`src/rtl/cpu_pkg.sv`:
```
// Shared CPU definitions: datapath widths, control-bundle bit positions and
// architecturally special register numbers. Imported by the ID/EX stage and
// its bypass multiplexers.
package cpu_pkg;

    localparam int DW     = 32;   // data / PC width
    localparam int RW     = 5;    // register-number width
    localparam int CTRL_W = 12;   // decoded control-bundle width

    // Control-bundle bit indices
    localparam int CTRL_MEMREAD  = 0;   // instruction is a load
    localparam int CTRL_REGWRITE = 1;
    localparam int CTRL_MEMWRITE = 2;
    localparam int CTRL_JAL      = 3;
    localparam int CTRL_BRANCH   = 4;
    localparam int CTRL_ALUSRC   = 5;
    localparam int CTRL_ALUOP_LO = 6;   // ALU op occupies bits 9:6
    localparam int CTRL_ALUOP_HI = 9;
    localparam int CTRL_MEMTOREG = 10;
    localparam int CTRL_JUMP     = 11;

    // Special register numbers
    localparam int REG_ZERO = 0;
    localparam int REG_RA   = 31;

endpackage

```
`src/rtl/id_bypass_mux.sv`:
```
// WB-to-ID bypass for one source operand.
// The register file writes on the clock edge but reads combinationally, so an
// operand read in the same cycle WB writes it would return the stale value.
// This mux substitutes the WB data when WB targets the operand's register.
// Ports:
//   src        source register number of the ID operand
//   reg_val    register-file read value for src
//   wb_we      WB write qualifier (regwrite or JAL link write)
//   wb_regnum  WB destination register
//   wb_data    WB write data
//   op         corrected operand
module id_bypass_mux
    import cpu_pkg::*;
#(
    parameter int DW         = 32,
    parameter int RW         = 5,
    parameter bit ZERO_GUARD = 1'b1
) (
    input  logic [RW-1:0] src,
    input  logic [DW-1:0] reg_val,
    input  logic          wb_we,
    input  logic [RW-1:0] wb_regnum,
    input  logic [DW-1:0] wb_data,
    output logic [DW-1:0] op
);

    logic src_is_zero;
    logic hit;

    assign src_is_zero = (src == RW'(REG_ZERO));
    // A write to r0 is architecturally discarded, so it must never be forwarded.
    assign hit = wb_we && (wb_regnum == src) && !(ZERO_GUARD && src_is_zero);
    assign op  = hit ? wb_data : reg_val;

endmodule

```
`src/rtl/id_ex_stage.sv`:
```
// ID/EX pipeline latch placed directly after the register file.
//  - Captures operands, immediate, PC, register numbers and control for EX.
//  - Forwards same-cycle WB writes into both read operands.
//  - Detects a load in EX feeding the ID instruction and inserts one bubble,
//    counting inserted bubbles in a saturating counter.
// Ports:
//   clk, rst                 clock, synchronous active-high reset
//   stall                    hold all EX state
//   flush                    kill the ID instruction (EX becomes a bubble)
//   id_*                     decoded ID instruction fields
//   reg_a, reg_b             register-file read data for id_rs / id_rt
//   wb_regwrite, wb_jal      WB write qualifiers
//   wb_regnum, wb_data       WB destination and data
//   ex_*                     latched EX instruction
//   load_use_stall           combinational: ID/IF must hold this cycle
//   bubble_cnt               number of load-use bubbles inserted (saturating)
module id_ex_stage
    import cpu_pkg::*;
#(
    parameter int DW         = cpu_pkg::DW,
    parameter int RW         = cpu_pkg::RW,
    parameter int CTRL_W     = cpu_pkg::CTRL_W,
    parameter bit ZERO_GUARD = 1'b1,
    parameter int CNT_W      = 16
) (
    input  logic              clk,
    input  logic              rst,
    input  logic              stall,
    input  logic              flush,
    input  logic              id_valid,
    input  logic [DW-1:0]     id_pc,
    input  logic [RW-1:0]     id_rs,
    input  logic [RW-1:0]     id_rt,
    input  logic              id_uses_rt,
    input  logic [RW-1:0]     id_rd,
    input  logic [DW-1:0]     id_imm,
    input  logic [CTRL_W-1:0] id_ctrl,
    input  logic [DW-1:0]     reg_a,
    input  logic [DW-1:0]     reg_b,
    input  logic              wb_regwrite,
    input  logic              wb_jal,
    input  logic [RW-1:0]     wb_regnum,
    input  logic [DW-1:0]     wb_data,
    output logic              ex_valid,
    output logic [DW-1:0]     ex_pc,
    output logic [DW-1:0]     ex_a,
    output logic [DW-1:0]     ex_b,
    output logic [DW-1:0]     ex_imm,
    output logic [RW-1:0]     ex_rs,
    output logic [RW-1:0]     ex_rt,
    output logic [RW-1:0]     ex_rd,
    output logic [CTRL_W-1:0] ex_ctrl,
    output logic              load_use_stall,
    output logic [CNT_W-1:0]  bubble_cnt
);

    // ---------------------------------------------------------------- bypass
    logic          wb_we;
    logic [RW-1:0] byp_src [2];
    logic [DW-1:0] byp_reg [2];
    logic [DW-1:0] byp_op  [2];

    assign wb_we      = wb_regwrite | wb_jal;
    assign byp_src[0] = id_rs;
    assign byp_src[1] = id_rt;
    assign byp_reg[0] = reg_a;
    assign byp_reg[1] = reg_b;

    for (genvar gi = 0; gi < 2; gi++) begin : g_bypass
        id_bypass_mux #(
            .DW         (DW),
            .RW         (RW),
            .ZERO_GUARD (ZERO_GUARD)
        ) u_bypass (
            .src       (byp_src[gi]),
            .reg_val   (byp_reg[gi]),
            .wb_we     (wb_we),
            .wb_regnum (wb_regnum),
            .wb_data   (wb_data),
            .op        (byp_op[gi])
        );
    end

    // ------------------------------------------------------ pipeline registers
    logic              ex_valid_reg;
    logic [DW-1:0]     ex_pc_reg;
    logic [DW-1:0]     ex_a_reg;
    logic [DW-1:0]     ex_b_reg;
    logic [DW-1:0]     ex_imm_reg;
    logic [RW-1:0]     ex_rs_reg;
    logic [RW-1:0]     ex_rt_reg;
    logic [RW-1:0]     ex_rd_reg;
    logic [CTRL_W-1:0] ex_ctrl_reg;
    logic [CNT_W-1:0]  bubble_cnt_reg;

    // ------------------------------------------------------- load-use hazard
    logic ex_rd_live;
    logic rd_matches;

    // A load into r0 produces nothing a later instruction can depend on.
    assign ex_rd_live = !(ZERO_GUARD && (ex_rd_reg == RW'(REG_ZERO)));
    // rt only creates a dependency when it is really read (not a destination).
    assign rd_matches = (ex_rd_reg == id_rs) || (id_uses_rt && (ex_rd_reg == id_rt));
    assign load_use_stall = id_valid && ex_valid_reg && ex_ctrl_reg[CTRL_MEMREAD]
                            && ex_rd_live && rd_matches;

    always_ff @(posedge clk) begin
        if (rst || flush) begin
            ex_valid_reg <= 1'b0;
            ex_pc_reg    <= '0;
            ex_a_reg     <= '0;
            ex_b_reg     <= '0;
            ex_imm_reg   <= '0;
            ex_rs_reg    <= '0;
            ex_rt_reg    <= '0;
            ex_rd_reg    <= '0;
            ex_ctrl_reg  <= '0;
        end else if (stall) begin
            // hold: EX keeps its instruction, hazard is re-evaluated next cycle
        end else if (load_use_stall) begin
            ex_valid_reg <= 1'b0;
            ex_pc_reg    <= '0;
            ex_a_reg     <= '0;
            ex_b_reg     <= '0;
            ex_imm_reg   <= '0;
            ex_rs_reg    <= '0;
            ex_rt_reg    <= '0;
            ex_rd_reg    <= '0;
            ex_ctrl_reg  <= '0;
        end else begin
            ex_valid_reg <= id_valid;
            ex_pc_reg    <= id_pc;
            ex_a_reg     <= byp_op[0];
            ex_b_reg     <= byp_op[1];
            ex_imm_reg   <= id_imm;
            ex_rs_reg    <= id_rs;
            ex_rt_reg    <= id_rt;
            ex_rd_reg    <= id_rd;
            ex_ctrl_reg  <= id_valid ? id_ctrl : '0;
        end
    end

    // Only bubbles actually inserted are counted: a flush or a stall in the
    // same cycle suppresses the increment.
    always_ff @(posedge clk) begin
        if (rst) begin
            bubble_cnt_reg <= '0;
        end else if (!flush && !stall && load_use_stall && (bubble_cnt_reg != '1)) begin
            bubble_cnt_reg <= bubble_cnt_reg + CNT_W'(1);
        end
    end

    assign ex_valid   = ex_valid_reg;
    assign ex_pc      = ex_pc_reg;
    assign ex_a       = ex_a_reg;
    assign ex_b       = ex_b_reg;
    assign ex_imm     = ex_imm_reg;
    assign ex_rs      = ex_rs_reg;
    assign ex_rt      = ex_rt_reg;
    assign ex_rd      = ex_rd_reg;
    assign ex_ctrl    = ex_ctrl_reg;
    assign bubble_cnt = bubble_cnt_reg;

endmodule

```
`config.mk`:
```
export PLATFORM = sky130hd
export DESIGN_NAME = id_ex_stage
export DESIGN_NICKNAME = d
export VERILOG_FILES = /design/src/rtl/cpu_pkg.sv /design/src/rtl/id_bypass_mux.sv /design/src/rtl/id_ex_stage.sv
export SDC_FILE = /design/constraint.sdc
export NUM_CORES = 1
export LEC_CHECK = 0
export BUFFER_PORTS_ARGS = -buffer_cell sky130_fd_sc_hd__buf_2
export CAP_MARGIN = 15
export CORE_AREA = 2 2 146 148
export DETAILED_ROUTE_END_ITERATION = 10
export DIE_AREA = 0 0 148 150
export GPL_TIMING_DRIVEN = 0
export MAX_ROUTING_LAYER = met4
export PLACE_DENSITY = 0.74
export SYNTH_ARGS = -nofsm -noshare
export SYNTH_HDL_FRONTEND = slang
export SYNTH_HIERARCHICAL = 1
export SYNTH_SLANG_ARGS = --single-unit
```
`constraint.sdc`:
```
create_clock -name clk -period 3.9 [get_ports clk]
set_clock_uncertainty 0.2 [all_clocks]
set_input_delay 0.78 -clock clk [delete_from_list [all_inputs] [get_ports clk]]
set_output_delay 0.78 -clock clk [all_outputs]
set_load 0.01 [all_outputs]
```
==> results of run 1 <==
-- final timing paths --
path | endpoint | cells after the start | from
setup / recovery | load_use_stall | 6 | id_rt[3]
setup reg to reg | ex_b[8]$_SDFFE_PP0N_ | 7 | ex_rd[4]$_SDFFE_PP0N_
hold / removal | ex_ctrl[1]$_SDFFE_PP0N_ | 1 | ex_ctrl[1]$_SDFFE_PP0N_
hold reg to reg | ex_ctrl[1]$_SDFFE_PP0N_ | 1 | ex_ctrl[1]$_SDFFE_PP0N_
-- routing by layer --
metal | global-route usage (%) | routed length [µm]
met1 | 23.6 | 9630
met2 | 32.5 | 11000
met3 | 5.64 | 1640
met4 | 6.48 | 437
met5 | - | 0
-- metrics by stage --
stage / utilization, % / cells / instance area [µm²] / hold WS (ns) / setup slack, ns
2_1_floorplan: - / 556 / 6860 / 0.311 / 1.49
3_3_place_gp: 43.8 / 1203 / 9070 / 0.243 / 0.973
3_5_place_dp: 43.8 / 1203 / 9070 / 0.250 / 0.956
4_1_cts: 47.0 / 1235 / 9730 / 0.273 / 1.02
5_1_grt: 47.0 / 1237 / 9730 / 0.283 / 0.916
6_report: 47.0 / 1237 / 9730 / 0.269 / 1.01
-- critical path: stages --
cell	delay (ns)
buf_2	0.18
xnor2_1	0.15
nand4_1	0.12
o22ai_2	0.29
and2_4	0.24
buf_2	0.14
-- cell families after synthesis --
kind of cell	after synthesis	synth area share, %
compound gates	175	22.7
xor+xnor	22	2.81
fa+ha+maj	1	0.182
buf+inv	45	3.65
flops	172	50.2
mux	70	14.8
simple gates	71	5.69
-- placed cells by master, fill, tap and decap left out, drive strengths merged, types with 2 or more instances in the layout --
cell type and n:
xor2 2, nand4 5, bufinv 5, buf 397, mux2 69, nand2 12, o31ai 2, o41ai 2
nand3 12, a21oi 7, inv 5, or4 2, a22o 144, or3 3, xnor2 20, nor2b 5
clkinv 3, dfxtp 172, and4 4, nor4 2, diode 2, clkbuf 38, a32o 12, a211oi 2
nor2 18, and3 2, o21ai 3, or2 2
-- power by group through the flow --
stage / Combinational [mW] / Sequential [mW] / Clock [mW]
detailed placement: 0.437 / 1.88 / 0
global route: 0.467 / 1.84 / 2.02
floorplan: 0.189 / 1.90 / 0
finish: 0.435 / 1.84 / 1.90
global placement: 0.428 / 1.88 / 0
CTS: 0.439 / 1.84 / 1.94
-- cell type report --
class	instances	area, µm²	share of cell area [%]
antenna	2	5.00	0.0514
buffer	45	250	2.57
sequential	172	3440	35.4
multi-input combinational	339	3170	32.5
timing repair buffer	372	1860	19.1
clock buffer	18	429	4.41
clock inverter	14	230	2.37
tap	275	344	3.54
==> results.md, run 1 <==
* PortBufs at roughly 370
* Ys flop type: dfxtp_1
* Die ar. at approximately 0.022 mm²
* Synthesis Warnings at 6
* Antenna Nets Post-Route at 0
* Synthesis-to-finish area growth at 41.8%
* Row cnt at 53
* Yosys cell types at 39
* Via-per-instance ratio at a little under 5
* Post-synth top area cell: dfxtp_1
* # nets final at 1,148
* Post-synth EDFFs at 0
* Total track usage at 19.8%
* Starting DRT DRC Count at ~240
* First-pass GRT wire length at ~33 mm
* # IOs at approximately 370
* Gpl congestion at ~0.86
* Switching share of total power at 23.5%
* Period utilisation layout at about three quarters
* H-tree lvl count at 4
* Setup Crit Path Kind: in2out
* Setup TNS at 0 ns
* Total gr overflow at 0
* Synth Net Count at roughly 760
* Die height at about 150 µm
* Setup bufs post-CTS at 0
* Fill cell count at approximately 2,000
* Leakage at 4.72 nW
* Combinational share of power at about a tenth
* Area of the core at between 0.02 and 0.025 mm²
* Most frequent cells after synthesis: dfxtp_1 (172), a22o_1 (144), mux2_4 (60), clkbuf_1 (20), xnor2_1 (20)
* Via count at 6,108
* Routed wire length per instance at about 18 µm
* Fmax achieved at around 350 MHz
* Crit path time final at between 2 and 3 ns
* Slew Limit Fails at 0
* Most common cell in the netlist: dfxtp_1
* Clock Path Buffers at 2
* Final setup vio count at 0
* Skew-Pair Late Insertion Delay at ~0.42 ns
* Sw power at between 0.9 and 1 mW
* DRC at 0
* Hold buffer count at cts at 0
* Proportion of layout cells with a drive suffix above 1 at about 53%
* CTS tree: done
* Post-synthesis cell count at approximately 560
* Die width at 148 µm
* Slew margin rel. at a little over two fifths
* Slew @ Worst Pin at around 0.88 ns
* Worst setup EP type: primary output
* HPWL Detailed at approximately 17 mm
* Crit path required time at between 2 and 3 ns
* Drt first pass iters at 5
* Resized Gates After CTS at 0
* Max-cap check violation count at 0
* Sequential share of power at between 40 and 50%
* Clock-pin transition on the worst setup and hold timing paths at 0.06 ns
* Initial antenna violation count at 2
* Synth area leaders: dfxtp_1 (50%), a22o_1 (18%), mux2_4 (13%)
* Final count of hold timing violations at 0
* Vias in the first global route at about 6,000
* FF-to-FF setup slack at 1.47 ns
* Top-area cell type share of the netlist area at between 50% and 60%
* Power density cells at 429 mW/mm²
* Largest net degree at the start of global routing at 17
* Syn Std Cell Area at roughly 0.0069 mm²
* Total power at 4.18 mW
* Min-Delay Path Class: reg2reg
* Max VDD drop at between 0.0002 and 0.0003 V
* Clock sink total at between 150 and 200
* Status: completed
* CP startpoint kind: input port
* Clk pwr share at between 40% and 50%
* Clk root buf: clkbuf_16
* Arr. time, crit path at ~1.9 ns
* Internal power at ~3.2 mW
* RSZ-0062 raised after global routing: false
* CP Max Fanout at 6
* Register area share after synthesis at 50.2%
* Initial Utilization at 33.2%
* Yosys reg bits at approximately 170
* Num CTS Buffers at 17
* Final WL at between 20 and 25 mm
* FFs w/ async S/R, synth at 0%
* Avg Synthesized Cell Area at roughly 12 µm²
No activity file was read; power rests on OpenSTA's default activity.
==> run 2, diff against run 1 <==
- CORE_AREA: 2 2 146 148 -> 2 2 147 149
- DIE_AREA: 0 0 148 150 -> 0 0 149 151
- PLACE_DENSITY: 0.74 -> 0.75
- clock period: 3.9 -> 2.5 ns (I/O delays scaled with it)
==> run 2 against run 1 <==
Against the previous run: critical endpoint unchanged; worst setup slack worse by 0.95 ns; combinational power is 57% higher; sequential share of layout area increased by 0.23 points; first-iteration DRC count is 10% lower; clock power grew 35%; flip-flop and latch count stayed put; critical path type is now reg2out; largest cell class unchanged.
==> results.md, run 2 (same netlist as run 1, synthesis figures left out) <==
* Status: completed
* Fill cell count at 1,999 (+1.7%)
* Antenna Nets Post-Route at 0 (unchanged)
* Total track usage at 19.8% (about the same)
* Max-cap check violation count at 0 (unchanged)
* Starting DRT DRC Count at 213 (-10%)
* CP max stage cell: dfxtp_2
* Crit path required time at 1.80 ns (-1.12 ns)
* Period utilisation layout at between 90 and 100%
* Routed wire length per instance at 18.6 µm (+1.3%)
* Crit path cell chain: xnor2_1 > nand4_1 > o22ai_4 > and2_4 > buf_2
* # nets final at 1,150 (+0.17%)
* Die height at 151 µm (+0.67%)
* Clk root buf: clkbuf_16
* Crit path time final at approximately 2.4 ns
* DP Area at 0.00907 mm² (unchanged)
* Initial antenna violation count at 3 (+1)
* First-pass GRT wire length at 33.0 mm (about the same)
* Final Util at 46.5% (-0.52 points)
* Total power at 6.13 mW (+47%)
* Via-per-instance ratio at 4.96 (+0.40%)
* Area of the core at 0.0208 mm² (+0.64%)
* Pre-CTS WS at -0.177 ns (-1.13 ns)
* RSZ-0062 raised after global routing: false
* Setup Crit Path Kind: reg2out
* Synthesis-to-finish area growth at 41.2%
* PortBufs at 372 (unchanged)
* Slew Limit Fails at 0 (unchanged)
* Power density cells at 632 mW/mm² (+47%)
* Setup slack after layout at 0.0663 ns (-0.946 ns)
* Clock Path Buffers at 2 (unchanged)
* CP Max Fanout at 5 (-1)
* DRC at 0 (unchanged)
* H-tree lvl count at 4 (unchanged)
* Worst setup EP type: primary output
* Arr. time, crit path at 1.73 ns (-0.18 ns)
* Total gr overflow at 0 (unchanged)
* Clock sink total at 172 (unchanged)
* Gpl congestion at 0.830 (-3.0%)
* Leakage at 4.72 nW (about the same)
* # IOs at 373 (unchanged)
* Die width at 149 µm (+0.68%)
* Drt first pass iters at 6 (+1)
* Final Cell Area at 0.00969 mm² (-0.46%)
* Slew @ Worst Pin at 0.753 ns (-0.123 ns)
* Row cnt at 53 (unchanged)
* Min-Delay Path Class: in2reg
* Initial Utilization at 32.9% (-0.21 points)
* Via count at 6,147 (+0.64%)
* Clock-pin transition on the worst setup and hold timing paths at 0.08 ns (+0.02 ns)
* HPWL Detailed at 17.7 mm (+2.5%)
* Die ar. at 0.0225 mm² (+1.3%)
* CTS tree: done
* Final setup vio count at 0 (unchanged)
* Slew margin rel. at 49.8% (+8.2 points)
* Hold buffer count at cts at 0 (unchanged)
* Skew-Pair Late Insertion Delay at 0.42 ns (about the same)
* Most frequent cells in the layout: buf_2 (386), dfxtp_1 (167), a22o_1 (144), mux2_4 (60)
* Largest net degree at the start of global routing at 19 (+2)
* Most common cell after layout, fill and taps aside: buf_2
* CP startpoint kind: flip-flop
* Proportion of layout cells with a drive suffix above 1 at 53.7% (+0.72 points)
* Fmax achieved at between 400 and 500 MHz
* Final count of hold timing violations at 0 (unchanged)
* Worst path max stage delay at 0.36 ns (+0.07 ns)
* Max VDD drop at 0.000377 V (+50%)
* Final WL at 23.1 mm (+1.6%)
* Num CTS Buffers at 17 (unchanged)
* Vias in the first global route at 5,941 (-0.27%)
[run 2: cell types whose count changed in the layout (fill, tap and decap cells not counted), moves of 2 or more]
cell	delta
bufinv_16	-5
dfxtp_1	-5
dfxtp_2	+5
inv_8	+3
buf_4	+2
clkinv_2	+2
clkinv_8	+2
[run 2: area by class of cell]
cell class                 instances  area (µm²)  area share [%]
antenna                            3        7.51          0.0775
buffer                            45         250            2.58
clock buffer                      17         425            4.39
clock inverter                    15         149            1.54
multi-input combinational        339        3180            32.9
sequential                       172        3450            35.6
tap                              275         344            3.55
timing repair buffer             374        1880            19.4
[run 2: worst paths after layout]
kind	start	to	slack, ns	depth (start not counted)
worst max-delay path	ex_rd[4]$_SDFFE_PP0N_	load_use_stall	0.07	5
worst min-delay path	id_pc[14]	ex_pc[14]$_SDFFE_PP0N_	0.09	2
worst max register to register	ex_rd[4]$_SDFFE_PP0N_	ex_b[13]$_SDFFE_PP0N_	0.17	7
worst min register to register	ex_ctrl[7]$_SDFFE_PP0N_	ex_ctrl[7]$_SDFFE_PP0N_	0.26	1
[run 2: timing repair]
action / CTS / global route
hold endpoints to repair: 0 / 0
gates resized for setup: 4 / 3
setup buffers: 0 / 2
endpoints found under the setup margin: 1 / 7
pin swaps: 1 / 2
[run 2: power breakdown]
group	internal, mW	switching, mW	leakage, nW
clock network	1.33	1.24	0.285
logic	0.362	0.323	3.03
registers	2.82	0.0478	1.40
[run 2: through the flow]
stage               cells  setup TNS [ns]  hold WS (ns)
detailed placement   1203          -14.54         0.249
floorplan             556               0         0.311
global route         1240               0        0.0645
CTS                  1235               0        0.0657
global placement     1203          -11.12         0.244
finish               1240               0        0.0911
[run 2: metal layers]
metal	up-vias	global-route usage, %	share of wire (%)
met3	27	5.54	7.6
met5	-	-	0
li1	2914	-	-
met4	0	7.10	2.2
met1	2950	24.3	42
met2	256	31.4	48
[run 2: worst max-delay path, delay by kind of cell (launching register included)]
kind,cells,cell delay [ns]
compound gates,1,0.22
xor+xnor,1,0.20
buf+inv,1,0.14
flops,1,0.36
simple gates,2,0.40
==> run 3, diff against run 2 <==
- REMOVE_ABC_BUFFERS: not set -> 1
==> run 3 against run 2 <==
Against the previous run: clock power grew 4%; count of clock-buffer cells in the layout grew 2; critical path depth grew 3; combinational power is essentially flat; register-to-register slack lost 0.02 ns; die area is the same; fmax grew 0.35%; via count shrank 1.9%; global-route usage shrank 1.2 points; core utilization grew 0.52 points; design area grew 1.1%.
==> results.md, run 3 (same netlist as run 1, synthesis figures left out) <==
* Clock-pin transition on the worst setup and hold timing paths at 0.07 ns (about the same)
* Area of the core at 0.0208 mm² (unchanged)
* Slew margin rel. at 48.3% (-1.5 points)
* Clk root buf: clkbuf_16
* Gpl congestion at 0.816 (-1.6%)
* Total gr overflow at 0 (unchanged)
* Largest net degree at the start of global routing at 25 (+6)
* Clock Path Buffers at 2 (unchanged)
* Initial Utilization at 32.9% (unchanged)
* Worst setup EP type: flip-flop
* Final Cell Area at 0.00979 mm² (+1.1%)
* Period utilisation layout at 97.0% (-0.34 points)
* Leakage at 4.74 nW (+0.37%)
* PortBufs at 372 (unchanged)
* Initial antenna violation count at 1 (-2)
* Setup Crit Path Kind: in2reg
* Synthesis-to-finish area growth at 42.8%
* Min-Delay Path Class: in2reg
* Final WL at 21.4 mm (-7.1%)
* Routed wire length per instance at 17.6 µm (-5.6%)
* Slew @ Worst Pin at 0.772 ns (+0.0196 ns)
* Total track usage at 18.6% (-1.2 points)
* Switching share of total power at 25.3% (-1.1 points)
* Combinational share of power at 11.1% (about the same)
* Final setup vio count at 0 (unchanged)
* RSZ-0062 raised after global routing: false
* First-pass GRT wire length at 31.7 mm (-4.1%)
* CTS tree: done
* DRC at 0 (unchanged)
* Hold buffer count at cts at 0 (unchanged)
* Row cnt at 53 (unchanged)
* Clock sink total at 172 (unchanged)
* Starting DRT DRC Count at 222 (+4.2%)
* Via-per-instance ratio at 4.94 (-0.31%)
* HPWL Detailed at 16.7 mm (-5.8%)
* Max-cap check violation count at 0 (unchanged)
* Final count of hold timing violations at 0 (unchanged)
* Clk pwr share at 42.8% (+0.8 points)
* Internal power at 4.64 mW (+2.9%)
* Status: completed
* Num CTS Buffers at 17 (unchanged)
* CP startpoint kind: input port
* Fin Hold WS at 0.0958 ns (+0.00470 ns)
* Max VDD drop at 0.000388 V (+3.0%)
* Die height at 151 µm (unchanged)
* Crit path required time at 2.60 ns (+0.80 ns)
* Seq. cell area at 0.00345 mm² (about the same)
* Sequential share of power at 46.1% (-0.7 points)
* Antenna Nets Post-Route at 0 (unchanged)
* # IOs at 373 (unchanged)
* Vias in the first global route at 5,955 (+0.24%)
* # nets final at 1,132 (-1.6%)
* Most common cell after layout, fill and taps aside: buf_2
* Arr. time, crit path at 2.52 ns (+0.79 ns)
* CP Max Fanout at 13 (+8)
* Via count at 6,029 (-1.9%)
* Skew-Pair Late Insertion Delay at 0.42 ns (about the same)
* Most frequent cells in the layout: buf_2 (372), dfxtp_1 (167), a22o_1 (144), mux2_4 (60), xnor2_1 (20)
* Drt first pass iters at 4 (-2)
* Fill cell count at 1,929 (-3.5%)
* Proportion of layout cells with a drive suffix above 1 at 55.2% (+1.4 points)
* H-tree lvl count at 4 (unchanged)
* Area taken by multi-input logic gates at 0.00320 mm² (+0.47%)
* Slew Limit Fails at 0 (unchanged)
* Crit path time final at 2.43 ns (-0.00859 ns)
* Sw power at 1.57 mW (-2.6%)
* Fmax achieved at 412 MHz (+0.35%)
* Die ar. at 0.0225 mm² (unchanged)
* DP Area at 0.00914 mm² (+0.81%)
* Die width at 149 µm (unchanged)
* Power density cells at 635 mW/mm² (+0.34%)
## run 3: power groups by stage
stage	combinational (mW)	sequential (mW)	clock, mW
floorplan	0.280	2.97	0
global placement	0.649	2.93	0
detailed placement	0.684	2.93	0
CTS	0.688	2.87	2.73
global route	0.740	2.88	2.86
finish	0.687	2.87	2.66
## run 3: worst max-delay path: stages
cell and delay (ns):
buf_2 0.15, xnor2_1 0.17, nand2_1 0.12, a211oi_4 0.58, buf_8 0.27, buf_8 0.19
mux2_4 0.32, a22o_1 0.21
## run 3: timing repair
item                       4_1_cts  5_1_grt
resized for setup                2        8
pin swaps                        2        4
setup buffers                    3        1
setup endpoints to repair      102       90
## run 3: layer usage
layer / GRT usage (%) / routed length [µm]
met5: - / 0
met3: 4.58 / 1420
met4: 6.33 / 433
met1: 22.6 / 9090
met2: 30.4 / 10500
## run 3: per-stage QoR
stage	power (mW)	utilization (%)	setup slack, ns	instances	TNS [ns]
CTS	6.28	46.8	-0.00153	1218	-0.00153
floorplan	3.25	-	-7.32	511	-1138.07
finish	6.21	47.0	0.0749	1220	0
detailed placement	3.61	43.9	-0.654	1183	-41.67
global placement	3.58	42.3	-12.59	1158	-1946.52
global route	6.47	47.0	0.00311	1220	0
## run 3: worst paths after layout
path,startpoint,end,slack (ns),depth (start not counted)
setup / recovery,id_rs[2],ex_a[22]$_SDFFE_PP0N_,0.07,8
hold / removal,id_imm[21],ex_imm[21]$_SDFFE_PP0N_,0.1,2
setup reg to reg,ex_rd[1]$_SDFFE_PP0N_,ex_b[3]$_SDFFE_PP0N_,0.15,10
hold reg to reg,ex_ctrl[10]$_SDFFE_PP0N_,ex_ctrl[10]$_SDFFE_PP0N_,0.26,1
## run 3: area by class of cell
cell class	count	area share, %
multi-input cells	339	32.7
repair buffers	401	22.6
well taps	275	3.51
diodes	1	0.0256
clock buffers	19	4.52
flip-flops and latches	172	35.2
clock inverters	13	1.46
